File: src/rtl/dram_arb_pkg.sv
// Shared definitions for the two-port DRAM arbiter: sequencer states,
// default bus widths and requester port indices.
package dram_arb_pkg;

  localparam int AW_DEF   = 24;
  localparam int DW_DEF   = 24;
  localparam int PORT_IF  = 0;   // instruction fetch
  localparam int PORT_LSU = 1;   // load/store unit

  typedef enum logic [1:0] {
    ST_IDLE   = 2'd0,
    ST_ACCESS = 2'd1,
    ST_RESP   = 2'd2
  } state_e;

  // One-hot response vector for a single port index
  function automatic logic [1:0] port_onehot(input logic port);
    return port ? 2'b10 : 2'b01;
  endfunction

endpackage

File: src/rtl/rr_arb2.sv
// Two-way round-robin grant. A lone requester always wins; on a tie the
// pointer port wins, and every accepted grant hands priority to the other port.
module rr_arb2 (
  input  logic       clk_i,
  input  logic       rst_ni,
  input  logic [1:0] valid_i,
  input  logic       advance_i,
  output logic [1:0] grant_o
);

  logic ptr_q;
  logic ptr_d;

  // Grant selection from current requests and priority pointer
  always_comb begin
    grant_o = 2'b00;
    case (valid_i)
      2'b01:   grant_o = 2'b01;
      2'b10:   grant_o = 2'b10;
      2'b11:   grant_o = ptr_q ? 2'b10 : 2'b01;
      default: grant_o = 2'b00;
    endcase
  end

  // Priority passes to the port that did not just win
  always_comb begin
    ptr_d = ptr_q;
    if (advance_i) begin
      ptr_d = ~grant_o[1];
    end else begin
      ptr_d = ptr_q;
    end
  end

  // Pointer register, port 0 favoured out of reset
  always_ff @(posedge clk_i or negedge rst_ni) begin
    if (!rst_ni) begin
      ptr_q <= 1'b0;
    end else begin
      ptr_q <= ptr_d;
    end
  end

endmodule

File: src/rtl/dram_arbiter.sv
// Two-port arbiter/sequencer in front of the single-port DRAM. Accepts one
// request at a time, strobes the DRAM for MEM_LAT cycles, and returns a
// one-cycle response pulse to the requester that won arbitration.
module dram_arbiter
  import dram_arb_pkg::*;
#(
  parameter int AW      = AW_DEF,
  parameter int DW      = DW_DEF,
  parameter int DEPTH   = 1024,
  parameter int MEM_LAT = 1
) (
  input  logic          clk_i,
  input  logic          rst_ni,
  input  logic          req0_valid_i,
  input  logic          req0_we_i,
  input  logic [AW-1:0] req0_addr_i,
  input  logic [DW-1:0] req0_wdata_i,
  output logic          req0_ready_o,
  output logic          rsp0_valid_o,
  output logic [DW-1:0] rsp0_rdata_o,
  output logic          rsp0_err_o,
  input  logic          req1_valid_i,
  input  logic          req1_we_i,
  input  logic [AW-1:0] req1_addr_i,
  input  logic [DW-1:0] req1_wdata_i,
  output logic          req1_ready_o,
  output logic          rsp1_valid_o,
  output logic [DW-1:0] rsp1_rdata_o,
  output logic          rsp1_err_o,
  output logic          mem_write_o,
  output logic          mem_read_o,
  output logic [AW-1:0] mem_addr_o,
  output logic [DW-1:0] mem_wdata_o,
  input  logic [DW-1:0] mem_rdata_i
);

  localparam int CW = (MEM_LAT > 1) ? $clog2(MEM_LAT) : 1;

  state_e        state_q, state_d;
  logic          we_q, we_d;
  logic [AW-1:0] addr_q, addr_d;
  logic [DW-1:0] wdata_q, wdata_d;
  logic          port_q, port_d;
  logic          rd_q, rd_d;
  logic          wr_q, wr_d;
  logic [CW-1:0] cnt_q, cnt_d;
  logic [1:0]    rsp_valid_q, rsp_valid_d;
  logic [1:0]    rsp_err_q, rsp_err_d;
  logic [DW-1:0] rdata0_q, rdata0_d;
  logic [DW-1:0] rdata1_q, rdata1_d;

  logic [1:0]    valid_s;
  logic [1:0]    grant_s;
  logic [1:0]    ready_s;
  logic          accept_s;
  logic          sel_s;
  logic          sel_we_s;
  logic [AW-1:0] sel_addr_s;
  logic [DW-1:0] sel_wdata_s;
  logic          in_range_s;

  assign valid_s[PORT_IF]  = req0_valid_i;
  assign valid_s[PORT_LSU] = req1_valid_i;

  rr_arb2 u_rr_arb2 (
    .clk_i     (clk_i),
    .rst_ni    (rst_ni),
    .valid_i   (valid_s),
    .advance_i (accept_s),
    .grant_o   (grant_s)
  );

  // Ready only in IDLE, and only to the arbitration winner
  always_comb begin
    if (state_q == ST_IDLE) begin
      ready_s = grant_s;
    end else begin
      ready_s = 2'b00;
    end
  end

  assign accept_s    = |(valid_s & ready_s);
  assign sel_s       = grant_s[PORT_LSU];
  assign sel_we_s    = sel_s ? req1_we_i    : req0_we_i;
  assign sel_addr_s  = sel_s ? req1_addr_i  : req0_addr_i;
  assign sel_wdata_s = sel_s ? req1_wdata_i : req0_wdata_i;
  assign in_range_s  = (sel_addr_s < AW'(DEPTH));

  // Sequencer next state: accept, strobe DRAM for MEM_LAT cycles, respond
  always_comb begin
    state_d     = state_q;
    we_d        = we_q;
    addr_d      = addr_q;
    wdata_d     = wdata_q;
    port_d      = port_q;
    rd_d        = rd_q;
    wr_d        = wr_q;
    cnt_d       = cnt_q;
    rsp_valid_d = 2'b00;
    rsp_err_d   = 2'b00;
    rdata0_d    = {DW{1'b0}};
    rdata1_d    = {DW{1'b0}};
    case (state_q)
      ST_IDLE: begin
        if (accept_s) begin
          we_d    = sel_we_s;
          addr_d  = sel_addr_s;
          wdata_d = sel_wdata_s;
          port_d  = sel_s;
          if (in_range_s) begin
            state_d = ST_ACCESS;
            rd_d    = ~sel_we_s;
            wr_d    = sel_we_s;
            cnt_d   = CW'(MEM_LAT - 1);
          end else begin
            // Out-of-range address: skip the DRAM entirely
            state_d     = ST_RESP;
            rsp_valid_d = port_onehot(sel_s);
            rsp_err_d   = port_onehot(sel_s);
          end
        end else begin
          state_d = ST_IDLE;
        end
      end
      ST_ACCESS: begin
        if (cnt_q == {CW{1'b0}}) begin
          state_d     = ST_RESP;
          rd_d        = 1'b0;
          wr_d        = 1'b0;
          rsp_valid_d = port_onehot(port_q);
          if (port_q) begin
            rdata1_d = we_q ? {DW{1'b0}} : mem_rdata_i;
          end else begin
            rdata0_d = we_q ? {DW{1'b0}} : mem_rdata_i;
          end
        end else begin
          cnt_d = cnt_q - CW'(1);
        end
      end
      ST_RESP: begin
        state_d = ST_IDLE;
      end
      default: begin
        state_d = ST_IDLE;
        rd_d    = 1'b0;
        wr_d    = 1'b0;
      end
    endcase
  end

  // Sequencer, DRAM pin and response registers
  always_ff @(posedge clk_i or negedge rst_ni) begin
    if (!rst_ni) begin
      state_q     <= ST_IDLE;
      we_q        <= 1'b0;
      addr_q      <= {AW{1'b0}};
      wdata_q     <= {DW{1'b0}};
      port_q      <= 1'b0;
      rd_q        <= 1'b0;
      wr_q        <= 1'b0;
      cnt_q       <= {CW{1'b0}};
      rsp_valid_q <= 2'b00;
      rsp_err_q   <= 2'b00;
      rdata0_q    <= {DW{1'b0}};
      rdata1_q    <= {DW{1'b0}};
    end else begin
      state_q     <= state_d;
      we_q        <= we_d;
      addr_q      <= addr_d;
      wdata_q     <= wdata_d;
      port_q      <= port_d;
      rd_q        <= rd_d;
      wr_q        <= wr_d;
      cnt_q       <= cnt_d;
      rsp_valid_q <= rsp_valid_d;
      rsp_err_q   <= rsp_err_d;
      rdata0_q    <= rdata0_d;
      rdata1_q    <= rdata1_d;
    end
  end

  assign req0_ready_o = ready_s[PORT_IF];
  assign req1_ready_o = ready_s[PORT_LSU];
  assign rsp0_valid_o = rsp_valid_q[PORT_IF];
  assign rsp1_valid_o = rsp_valid_q[PORT_LSU];
  assign rsp0_err_o   = rsp_err_q[PORT_IF];
  assign rsp1_err_o   = rsp_err_q[PORT_LSU];
  assign rsp0_rdata_o = rdata0_q;
  assign rsp1_rdata_o = rdata1_q;
  assign mem_read_o   = rd_q;
  assign mem_write_o  = wr_q;
  assign mem_addr_o   = addr_q;
  assign mem_wdata_o  = wdata_q;

endmodule
File: config.mk
export PLATFORM = sky130hd
export DESIGN_NAME = dram_arbiter
export DESIGN_NICKNAME = d
export VERILOG_FILES = /design/src/rtl/dram_arb_pkg.sv /design/src/rtl/rr_arb2.sv /design/src/rtl/dram_arbiter.sv
export SDC_FILE = /design/constraint.sdc
export NUM_CORES = 1
export LEC_CHECK = 0
export CAP_MARGIN = 20
export CORE_MARGIN = 10
export CORE_UTILIZATION = 35
export DETAILED_ROUTE_END_ITERATION = 10
export PLACE_DENSITY = 0.76
export SLEW_MARGIN = 10
export SYNTH_ARGS = -nofsm -noshare
export SYNTH_HDL_FRONTEND = slang
export SYNTH_SLANG_ARGS = --single-unit
File: constraint.sdc
create_clock -name clk_i -period 1.45 [get_ports clk_i]
set_input_delay 0.29 -clock clk_i [delete_from_list [all_inputs] [get_ports clk_i]]
set_output_delay 0.29 -clock clk_i [all_outputs]
set_load 0.02 [all_outputs]
==> impl_results.md, run 1 <==
- Reg2reg path depth: 6
- Final setup violation count: 16
- Slew headroom: 53.18%
- I/O Pins: 230
- Via count: 3,740
- Fin nets: 768
- Root buf cell: clkbuf_16
- Clk slew on worst S/H paths: 0.07 ns
- Crit-path max FO: 3
- CP Class: flip-flop to primary output
- Failing checks: negative setup slack
- Area added between synthesis and finish: 74.74%
- HP Class: input pin to flip-flop
- DP Wirelength: 11,040 µm
- Crit path required time: 1.16 ns
- Starting Density: 35.58%
- DRT antenna net count: 0
- Max cap viols: 0
- YS warnings: 0
- RSZ-0062 raised after global routing: yes
- Vias in the first global route: 4,061
- Syn avg cell area: 11.02 µm²
- DRT iter0 DRCs: 187
- Register area share after synthesis: 62.92%
- Leakage: 0.003884 µW
- Global placer's final weighted congestion: 0.7779
- Highest Clock Rate: 645.7 MHz
- Worst Hold Slack: 0.3066 ns
- Die area: 0.01697 mm²
- Largest net degree at the start of global routing: 43
- CP Launch Point: state_q[1]
- Num Clock Sinks: 107
- Cells after DPL: 771
- Reg2reg start: state_q[1]
- Post-route minimum period: 1.549 ns
- Crit path capture type: primary output
- CTS tree: yes
- Post-Syn Instances: 386
- Max IR drop VDD: 673.1 µV
- Buffers on Ports: 229
- Initial antenna violation count: 0
- Status: finished, violations left
- Tot GR Track Use: 16.08%
- Layout cells sized above 1: 14.53%
- Hold Fails Final Rpt: 0
- Most frequent cells in the layout: dfrtp_1 (107), clkdlybuf4s50_1 (105), dlygate4sd2_1 (103)
- Row cnt: 40
- Wire per inst: 18.17 µm
- Post-route clock skew: 0.005492 ns
- Post-Layout Cell Count: 794
- Total CTS buffers: 9
- Final Worst Setup Slack: -0.09864 ns
- Post-Syn Nets: 512
- Fin crit share: 106.8%
- Crit path to: req0_ready_o
- Routed wire length: 14,430 µm
- Mapped cell area: 0.004255 mm²
- CTS Buffer Depth: 2
- Final Max Slew Viols: 0
- Core footprint: 0.01196 mm²
- First-pass GRT wire length: 21,330 µm
- Antenna cells: 0
- Library cells used by synthesis: 26
- Die H: 130.3 µm
- Setup slack, reg-to-reg: -0.1 ns
- Grt ovf: 0
- Vias per std cell: 4.710
- Drt pass-1 iters: 4
- Power density cells: 1117 mW/mm²
- CP arrival: 1.26 ns
- Commonest non-fill, non-tap cell in the layout: dfrtp_1
- # H-tree levels: 3
- Actual transition at the worst max-transition pin: 0.7024 ns
- Die width: 130.3 µm
- Clk Latency, worst-skew pair: 0.33 ns
- Yosys reg bits: 107
- CP Launch Type: flip-flop
- R2R Path End: mem_read_o
- DRC Markers: 0
-- cell families (layout without fill, tap and decap cells) --
| group | count (synthesis) | in the layout | share of synthesized area [%] |
|---|---|---|---|
| flops | 107 | 107 | 62.92 |
| buf+inv | 52 | 313 | 5.087 |
| mux | 26 | 26 | 6.233 |
| simple gates | 122 | 122 | 14.55 |
| compound gates | 79 | 79 | 11.20 |
-- through the flow --
step / setup slack [ns] / utilization, % / instance area [µm²] / setup TNS (ns) / total power, µW
global placement: -0.4682 / 58.05 / 6944 / -16.08 / 5965
finish: -0.09864 / 62.17 / 7436 / -0.5152 / 8308
detailed placement: -0.5099 / 58.05 / 6944 / -18.78 / 6024
CTS: -0.1884 / 60.01 / 7178 / -1.559 / 8267
floorplan: 0.07725 / - / 4255 / 0 / 4606
global route: -0.1606 / 62.17 / 7436 / -2.837 / 8754
-- critical path, stage by stage (launching register included) --
cell	delay, ns
dfrtp_1	0.38
nor2_2	0.14
buf_6	0.14
nand3_4	0.09
inv_2	0.07
buf_6	0.11
-- layer usage --
layer  routed length [µm]  GRT usage [%]  vias up
li1                     -              -     1798
met2                 7332          27.97      151
met1                 5225          16.94     1776
met3                 1673          7.505       15
met5                    0              0        -
met4                  197          4.894        0
-- worst min-delay path by stage --
stage | depth (start not counted) | start | endpoint | slack, ns
detailed placement | 1 | rst_ni | rsp0_rdata_o[8] | 0.21
floorplan | 0 | rst_ni | mem_addr_o[0] | -0.006
global route | 3 | req1_addr_i[12] | mem_addr_o[12] | 0.32
finish | 3 | req1_addr_i[12] | mem_addr_o[12] | 0.31
global placement | 1 | rst_ni | rsp0_rdata_o[8] | 0.20
CTS | 2 | rst_ni | rsp0_rdata_o[8] | 0.40
-- state kept, by name, summed over array words and instances (netlist names) --
name,cells
mem_addr_o,24
mem_read_o,1
mem_wdata_o,24
mem_write_o,1
port_q,1
rsp0_rdata_o,24
rsp1_rdata_o,24
rsp_err_q,2
rsp_valid_q,2
state_q,2
u_rr_arb2.ptr_q,1
we_q,1
-- report_power, final --
part           switching [µW]  internal (µW)
registers                 230           3320
clock network            1050           1340
logic                    1230           1140
total                    2510           5800
-- timing repair --
item	CTS	global route
endpoints found under the hold margin	17	0
pin swaps	1	10
hold buffers	1	0
gates cloned	1	3
buffers inserted	0	3
setup endpoints to repair	127	57
gates resized for setup	120	51
-- final cells by class --
type / instances / area (µm²)
Fill cell: 1002 / 4526
Sequential cell: 107 / 2678
Timing Repair Buffer: 267 / 2653
Multi-Input combinational cell: 227 / 1515
Clock buffer: 10 / 229.0
Tap cell: 147 / 183.9
Inverter: 30 / 112.6
Clock inverter: 6 / 65.06
-- cells in the mapped netlist, drive strengths merged --
cell type    n  area, µm²
a22oi       26      195.2
buf         13      70.06
nand2       32      122.6
o21ai       51      255.3
nand2b      25      156.4
nor4         6      77.58
nand4        2      25.02
or3          1      6.260
inv         30      112.6
clkbuf       9      33.78
mux2         1      15.01
nand3        2      20.02
nor2b        1      6.260
mux2i       25      250.2
nor2        52      197.7
nand3b       1      7.510
o22ai        2      26.28
dfrtp      107       2678
No activity file was read; power rests on OpenSTA's default activity.
==> inputs of run 2 (changes only) <==
--- a/config.mk
+++ b/config.mk
@@ -6,10 +6,11 @@
 export NUM_CORES = 1
 export LEC_CHECK = 0
 export CAP_MARGIN = 20
+export CORE_ASPECT_RATIO = 0.7
 export CORE_MARGIN = 10
-export CORE_UTILIZATION = 35
+export CORE_UTILIZATION = 42
 export DETAILED_ROUTE_END_ITERATION = 10
-export PLACE_DENSITY = 0.76
+export PLACE_DENSITY = 0.86
 export SLEW_MARGIN = 10
 export SYNTH_ARGS = -nofsm -noshare
 export SYNTH_HDL_FRONTEND = slang
==> constraint.sdc (replaced) <==
create_clock -name clk_i -period 2 [get_ports clk_i]
set_input_delay 0.4 -clock clk_i [delete_from_list [all_inputs] [get_ports clk_i]]
set_output_delay 0.4 -clock clk_i [all_outputs]
set_load 0.02 [all_outputs]
==> run 2 against run 1 <==
- the run now ends clean
- core utilization rose by 10 points
- clock power is 30% lower
- register-to-register slack improved by 0.46 ns
- hold slack worse by 0.30 ns
- non-clock buffer count shrank 18
- sequential cell count stayed put
- via count decreased by 0.61%
- clock skew about the same
- highest routed layer unchanged
==> impl_results.md, run 2 (synthesis gave the netlist of run 1 again) <==
- Fin nets: 750 (-2.3%)
- I/O Pins: 230 (unchanged)
- HP Class: input pin to asynchronous set/reset pin
- First-pass GRT wire length: 22,600 µm (+6.0%)
- CP top delay family: flip-flops
- Vias in the first global route: 4,078 (+0.42%)
- Crit path required time: 1.60 ns (+0.44 ns)
- CP Class: flip-flop to primary output
- Initial antenna violation count: 0 (unchanged)
- Clk slew on worst S/H paths: 0.07 ns (about the same)
- Most frequent cells in the layout: clkdlybuf4s50_1 (226), dfrtp_1 (107), nor2_1 (51)
- Layout cells sized above 1: 8.267% (-6.3 points)
- DR WL met2: 6879 µm (-6.2%)
- RSZ-0062 raised after global routing: no
- Tot GR Track Use: 19.24% (+3.2 points)
- Via count: 3,717 (-0.61%)
- Max cap viols: 0 (unchanged)
- Leakage: 0.003234 µW (-17%)
- Total CTS buffers: 9 (unchanged)
- Root buf cell: clkbuf_16
- Setup TNS: 0 ns (+0.5152 ns)
- Wire per inst: 18.87 µm (+3.8%)
- Die H: 104.2 µm (-20%)
- Grt ovf: 0 (unchanged)
- Cells after DPL: 741 (-3.9%)
- CP Cell Sequence: nor2_4, nand3_2, inv_2, dlygate4sd2_1
- Highest Clock Rate: 519.3 MHz
- Row cnt: 30 (-25%)
- Power density cells: 841.6 mW/mm² (-25%)
- Commonest non-fill, non-tap cell in the layout: clkdlybuf4s50_1
- Max IR drop VDD: 490.7 µV (-27%)
- Area added between synthesis and finish: 67.19%
- Buffers on Ports: 229 (unchanged)
- CP Buf/Inv Count: 2 (-1)
- Final setup violation count: 0 (-16)
- Actual transition at the worst max-transition pin: 0.6927 ns (-0.009678 ns)
- Routed wire length: 14,280 µm (-1.0%)
- Post-route minimum period: 1.926 ns
- Starting Density: 43.44% (+7.9 points)
- Crit-path slowest cell: dfrtp_1
- Drt pass-1 iters: 4 (unchanged)
- CP arrival: 1.53 ns (+0.27 ns)
- Slew headroom: 53.82% (+0.65 points)
- Die width: 140.3 µm (+7.7%)
- Max Used Layer: met4
- DRC Markers: 0 (unchanged)
- DRT iter0 DRCs: 119 (-36%)
- Crit path capture type: primary output
- CP Launch Type: flip-flop
- CTS tree: yes
- Core footprint: 0.009797 mm² (-18%)
- CP max stage delay: 0.42 ns (+0.04 ns)
- # H-tree levels: 3 (unchanged)
- Post-route clock skew: 0.005543 ns (+0.00005107 ns)
- Final Worst Setup Slack: 0.07440 ns (+0.1730 ns)
- Final Max Slew Viols: 0 (unchanged)
- DP Wirelength: 11,570 µm (+4.8%)
- Hold Fails Final Rpt: 0 (unchanged)
- Fin util: 72.62% (+10 points)
- DRT antenna net count: 0 (unchanged)
- Clk Latency, worst-skew pair: 0.34 ns (about the same)
- CTS Buffer Depth: 2 (unchanged)
- Largest net degree at the start of global routing: 45 (+4.7%)
- Fin crit share: 96.28%
- Setup slack, reg-to-reg: 0.36 ns (+0.46 ns)
- Global placer's final weighted congestion: 0.8156 (+4.8%)
- Worst Hold Slack: 0.002282 ns (-0.3043 ns)
- Met3 WL: 1597 µm (-4.5%)
- Num Clock Sinks: 107 (unchanged)
- Dpl ws: -0.1751 ns (+0.3348 ns)
- Crit-path max FO: 4 (+1)
- Die area: 0.01462 mm² (-14%)
- M1 WL: 5593 µm (+7.0%)
- Antenna cells: 0 (unchanged)
- Status: complete, no violations
- Vias per std cell: 4.910 (+4.2%)
- Post-Layout Cell Count: 757 (-4.7%)
-- run 2: cell count changes in the layout (fill, tap and decap cells not counted), moves of 6 or more --
cell             change
clkdlybuf4s50_1    +121
dlygate4sd2_1      -101
dlymetal6s2s_1      -18
a22oi_1             +15
a22oi_2             -15
buf_6                -9
buf_4                -6
-- run 2: stage by stage --
step	instance area, µm²	power [µW]
detailed placement	6825	4365
CTS	7114	6058
finish	7114	5988
global route	7114	6310
global placement	6825	4312
floorplan	4255	3340
-- run 2: power by group --
part | internal (µW) | leakage, µW | switching, µW
sequential | 2400 | 0.00140 | 164
clock | 872 | 0.000141 | 813
combinational | 884 | 0.00170 | 852
total | 4160 | 0.00323 | 1830
-- run 2: layout make-up --
| cell class | instances | area, µm² |
|---|---|---|
| flip-flops and latches | 107 | 2678 |
| repair buffers | 249 | 2500 |
| multi-input cells | 227 | 1378 |
| clock buffers | 10 | 229.0 |
| well taps | 128 | 160.2 |
| clock inverters | 6 | 57.56 |
| inverters | 30 | 112.6 |
| fillers | 663 | 2683 |
-- run 2: routing by layer --
metal  GRT usage (%)  up-vias
li1                -     1756
met1           22.19     1777
met2           31.30      172
met3           8.942       12
met4           5.368        0
met5               0        -
-- run 2: worst paths after layout --
check,endpoint,depth (start not counted),start
max,req1_ready_o,4,state_q[1]
min,rsp1_rdata_o[19],1,rst_ni
min reg2reg,mem_addr_o[3],2,mem_addr_o[3]
max reg2reg,mem_read_o,5,state_q[1]
max in group asynchronous,mem_wdata_o[2],2,rst_ni
min in group clk_i,mem_addr_o[3],2,mem_addr_o[3]
-- run 2: what timing repair did --
item,CTS,global route
setup buffers,0,0
gates resized for setup,3,0
endpoints found under the setup margin,2,0
hold buffers,0,0
==> inputs of run 3 (changes only) <==
--- a/config.mk
+++ b/config.mk
@@ -9,6 +9,7 @@
 export CORE_ASPECT_RATIO = 0.7
 export CORE_MARGIN = 10
 export CORE_UTILIZATION = 42
+export CTS_BUF_LIST = sky130_fd_sc_hd__clkbuf_16
 export DETAILED_ROUTE_END_ITERATION = 10
 export PLACE_DENSITY = 0.86
 export SLEW_MARGIN = 10
==> run 3 against run 2 <==
- sequential share of layout area is the same
- total power is essentially flat
- non-clock buffer count is the same
- worst setup slack is the same
- critical path type unchanged
- largest cell class unchanged
- largest power group unchanged
==> impl_results.md, run 3 (synthesis gave the netlist of run 1 again) <==
- Antenna cells: 0 (unchanged)
- Tot GR Track Use: 19.24% (unchanged)
- Fin util: 72.62% (unchanged)
- RSZ-0062 raised after global routing: no
- Sw frac: 30.57% (+0.031 points)
- Die area: 0.01462 mm² (unchanged)
- CP Cell Sequence: nor2_4, nand3_2, inv_2, dlygate4sd2_1
- Post-CTS Hold Fix Bufs: 0 (unchanged)
- Clk slew on worst S/H paths: 0.07 ns (about the same)
- # H-tree levels: 3 (unchanged)
- HP Class: input pin to asynchronous set/reset pin
- CP Buf/Inv Count: 2 (unchanged)
- DRT iter0 DRCs: 118 (-0.84%)
- Wire per inst: 18.87 µm (about the same)
- CTS tree: yes
- Global placer's final weighted congestion: 0.8156 (unchanged)
- Largest net degree at the start of global routing: 45 (unchanged)
- Final setup violation count: 0 (unchanged)
- Slew headroom: 53.82% (about the same)
- Sequential Power Share: 42.9% (about the same)
- Cells after DPL: 741 (unchanged)
- Crit-path slowest cell: dfrtp_1
- Power share of the clock group: 28.1% (about the same)
- Filler cell count: 663 (unchanged)
- Core footprint: 0.009797 mm² (unchanged)
- R2R Path End: mem_read_o
- Logic pwr share: 29.0% (about the same)
- First-pass GRT wire length: 22,600 µm (unchanged)
- Total CTS buffers: 9 (unchanged)
- Post-route minimum period: 1.926 ns (unchanged)
- Most frequent cells in the layout: clkdlybuf4s50_1 (226), dfrtp_1 (107), nor2_1 (51)
- Vias in the first global route: 4,078 (unchanged)
- Setup slack, reg-to-reg: 0.36 ns (about the same)
- CP Class: flip-flop to primary output
- Worst Hold Slack: 0.002282 ns (unchanged)
- Cell count along the critical path: 4 (unchanged)
- Crit-path max FO: 4 (unchanged)
- Actual transition at the worst max-transition pin: 0.6927 ns (+0.00003934 ns)
- Via count: 3,717 (unchanged)
- Clk Latency, worst-skew pair: 0.34 ns (about the same)
- Die width: 140.3 µm (unchanged)
- Starting Density: 43.44% (unchanged)
- CP top delay family: flip-flops
- I/O Pins: 230 (unchanged)
- Leakage: 0.003238 µW (+0.13%)
- Post-route clock skew: 0.005543 ns (unchanged)
- Die H: 104.2 µm (unchanged)
- Internal cell power: 4154 µW (-0.12%)
- Buffers on Ports: 229 (unchanged)
- Reg2reg start: state_q[1]
- Reg2reg path depth: 5 (unchanged)
- Routed wire length: 14,280 µm (about the same)
- DRT antenna net count: 0 (unchanged)
- Drt pass-1 iters: 4 (unchanged)
- Row cnt: 30 (unchanged)
- Design area: 0.007114 mm² (unchanged)
- Vias per std cell: 4.910 (unchanged)
- Fin crit share: 96.28% (unchanged)
- Power density cells: 841.0 mW/mm² (about the same)
- Sw power: 1829 µW (about the same)
- Layout cells sized above 1: 8.267% (unchanged)
- CP Launch Type: flip-flop
- Final Max Slew Viols: 0 (unchanged)
- Total setup buffers inserted after CTS: 0 (unchanged)
- Crit path required time: 1.60 ns (about the same)
- Root buf cell: clkbuf_16
- Grt ovf: 0 (unchanged)
- CP arrival: 1.53 ns (about the same)
- Crit path capture type: primary output
- Num Clock Sinks: 107 (unchanged)
- Fin nets: 750 (unchanged)
- CP max stage delay: 0.42 ns (about the same)
- Commonest non-fill, non-tap cell in the layout: clkdlybuf4s50_1
- DP Wirelength: 11,570 µm (unchanged)
- Area added between synthesis and finish: 67.19% (unchanged)
- Max IR drop VDD: 491.2 µV (+0.11%)
- Highest Clock Rate: 519.3 MHz (unchanged)
- Post-Layout Cell Count: 757 (unchanged)
- Placed instance area: 0.006825 mm² (unchanged)
- Max cap viols: 0 (unchanged)
- Initial antenna violation count: 0 (unchanged)
- DRC Markers: 0 (unchanged)
- Status: complete, no violations
- CTS Buffer Depth: 2 (unchanged)
- Hold Fails Final Rpt: 0 (unchanged)
-- run 3: cell count changes in the layout (fill, tap and decap cells not counted) --
cell      before  now
clkbuf_1       1    0
inv_1         28   29
-- run 3: area by class of cell --
type | instances | area [µm²] | share of cell area, %
Clock buffer | 9 | 225.2 | 3.166
Clock inverter | 7 | 61.31 | 0.8618
Inverter | 30 | 112.6 | 1.583
Multi-Input combinational cell | 227 | 1378 | 19.36
Sequential cell | 107 | 2678 | 37.64
Tap cell | 128 | 160.2 | 2.251
Timing Repair Buffer | 249 | 2500 | 35.14
-- run 3: how the worst max path moves through the flow --
stage / startpoint / end / slack, ns
after floorplan: req0_addr_i[18] / mem_read_o / 0.52
after global placement: req0_valid_i / req1_ready_o / -0.17
after detailed placement: req0_valid_i / req1_ready_o / -0.18
after CTS: state_q[1] / req1_ready_o / 0.06
after global routing: state_q[1] / req1_ready_o / 0.003
final: state_q[1] / req1_ready_o / 0.07
-- run 3: power by group through the flow --
stage | Clock, µW | Sequential [µW] | Combinational [µW]
2_1_floorplan | 0 | 2850 | 489
3_3_place_gp | 0 | 2590 | 1720
3_5_place_dp | 0 | 2610 | 1760
4_1_cts | 1720 | 2570 | 1760
5_1_grt | 1840 | 2600 | 1860
6_report | 1680 | 2570 | 1740
-- run 3: timing repair --
| action | 4_1_cts | 5_1_grt |
|---|---|---|
| hold endpoints to repair | 0 | 0 |
| endpoints found under the setup margin | 2 | 0 |
| resized for setup | 3 | 0 |
-- run 3: per-stage QoR --
stage	power, µW	setup WS (ns)	setup TNS (ns)
final	5983	0.07440	0
after global routing	6305	0.002952	0
after CTS	6053	0.05665	0
after detailed placement	4365	-0.1751	-0.4140
after global placement	4312	-0.1668	-0.3283
after floorplan	3340	0.5173	0
-- run 3: layer usage --
metal | vias to the layer above | wire [µm] | track usage (%)
li1 | 1756 | - | -
met1 | 1777 | 5594 | 22.19
met2 | 172 | 6879 | 31.30
met3 | 12 | 1597 | 8.942
met4 | 0 | 212 | 5.368
met5 | - | 0 | 0
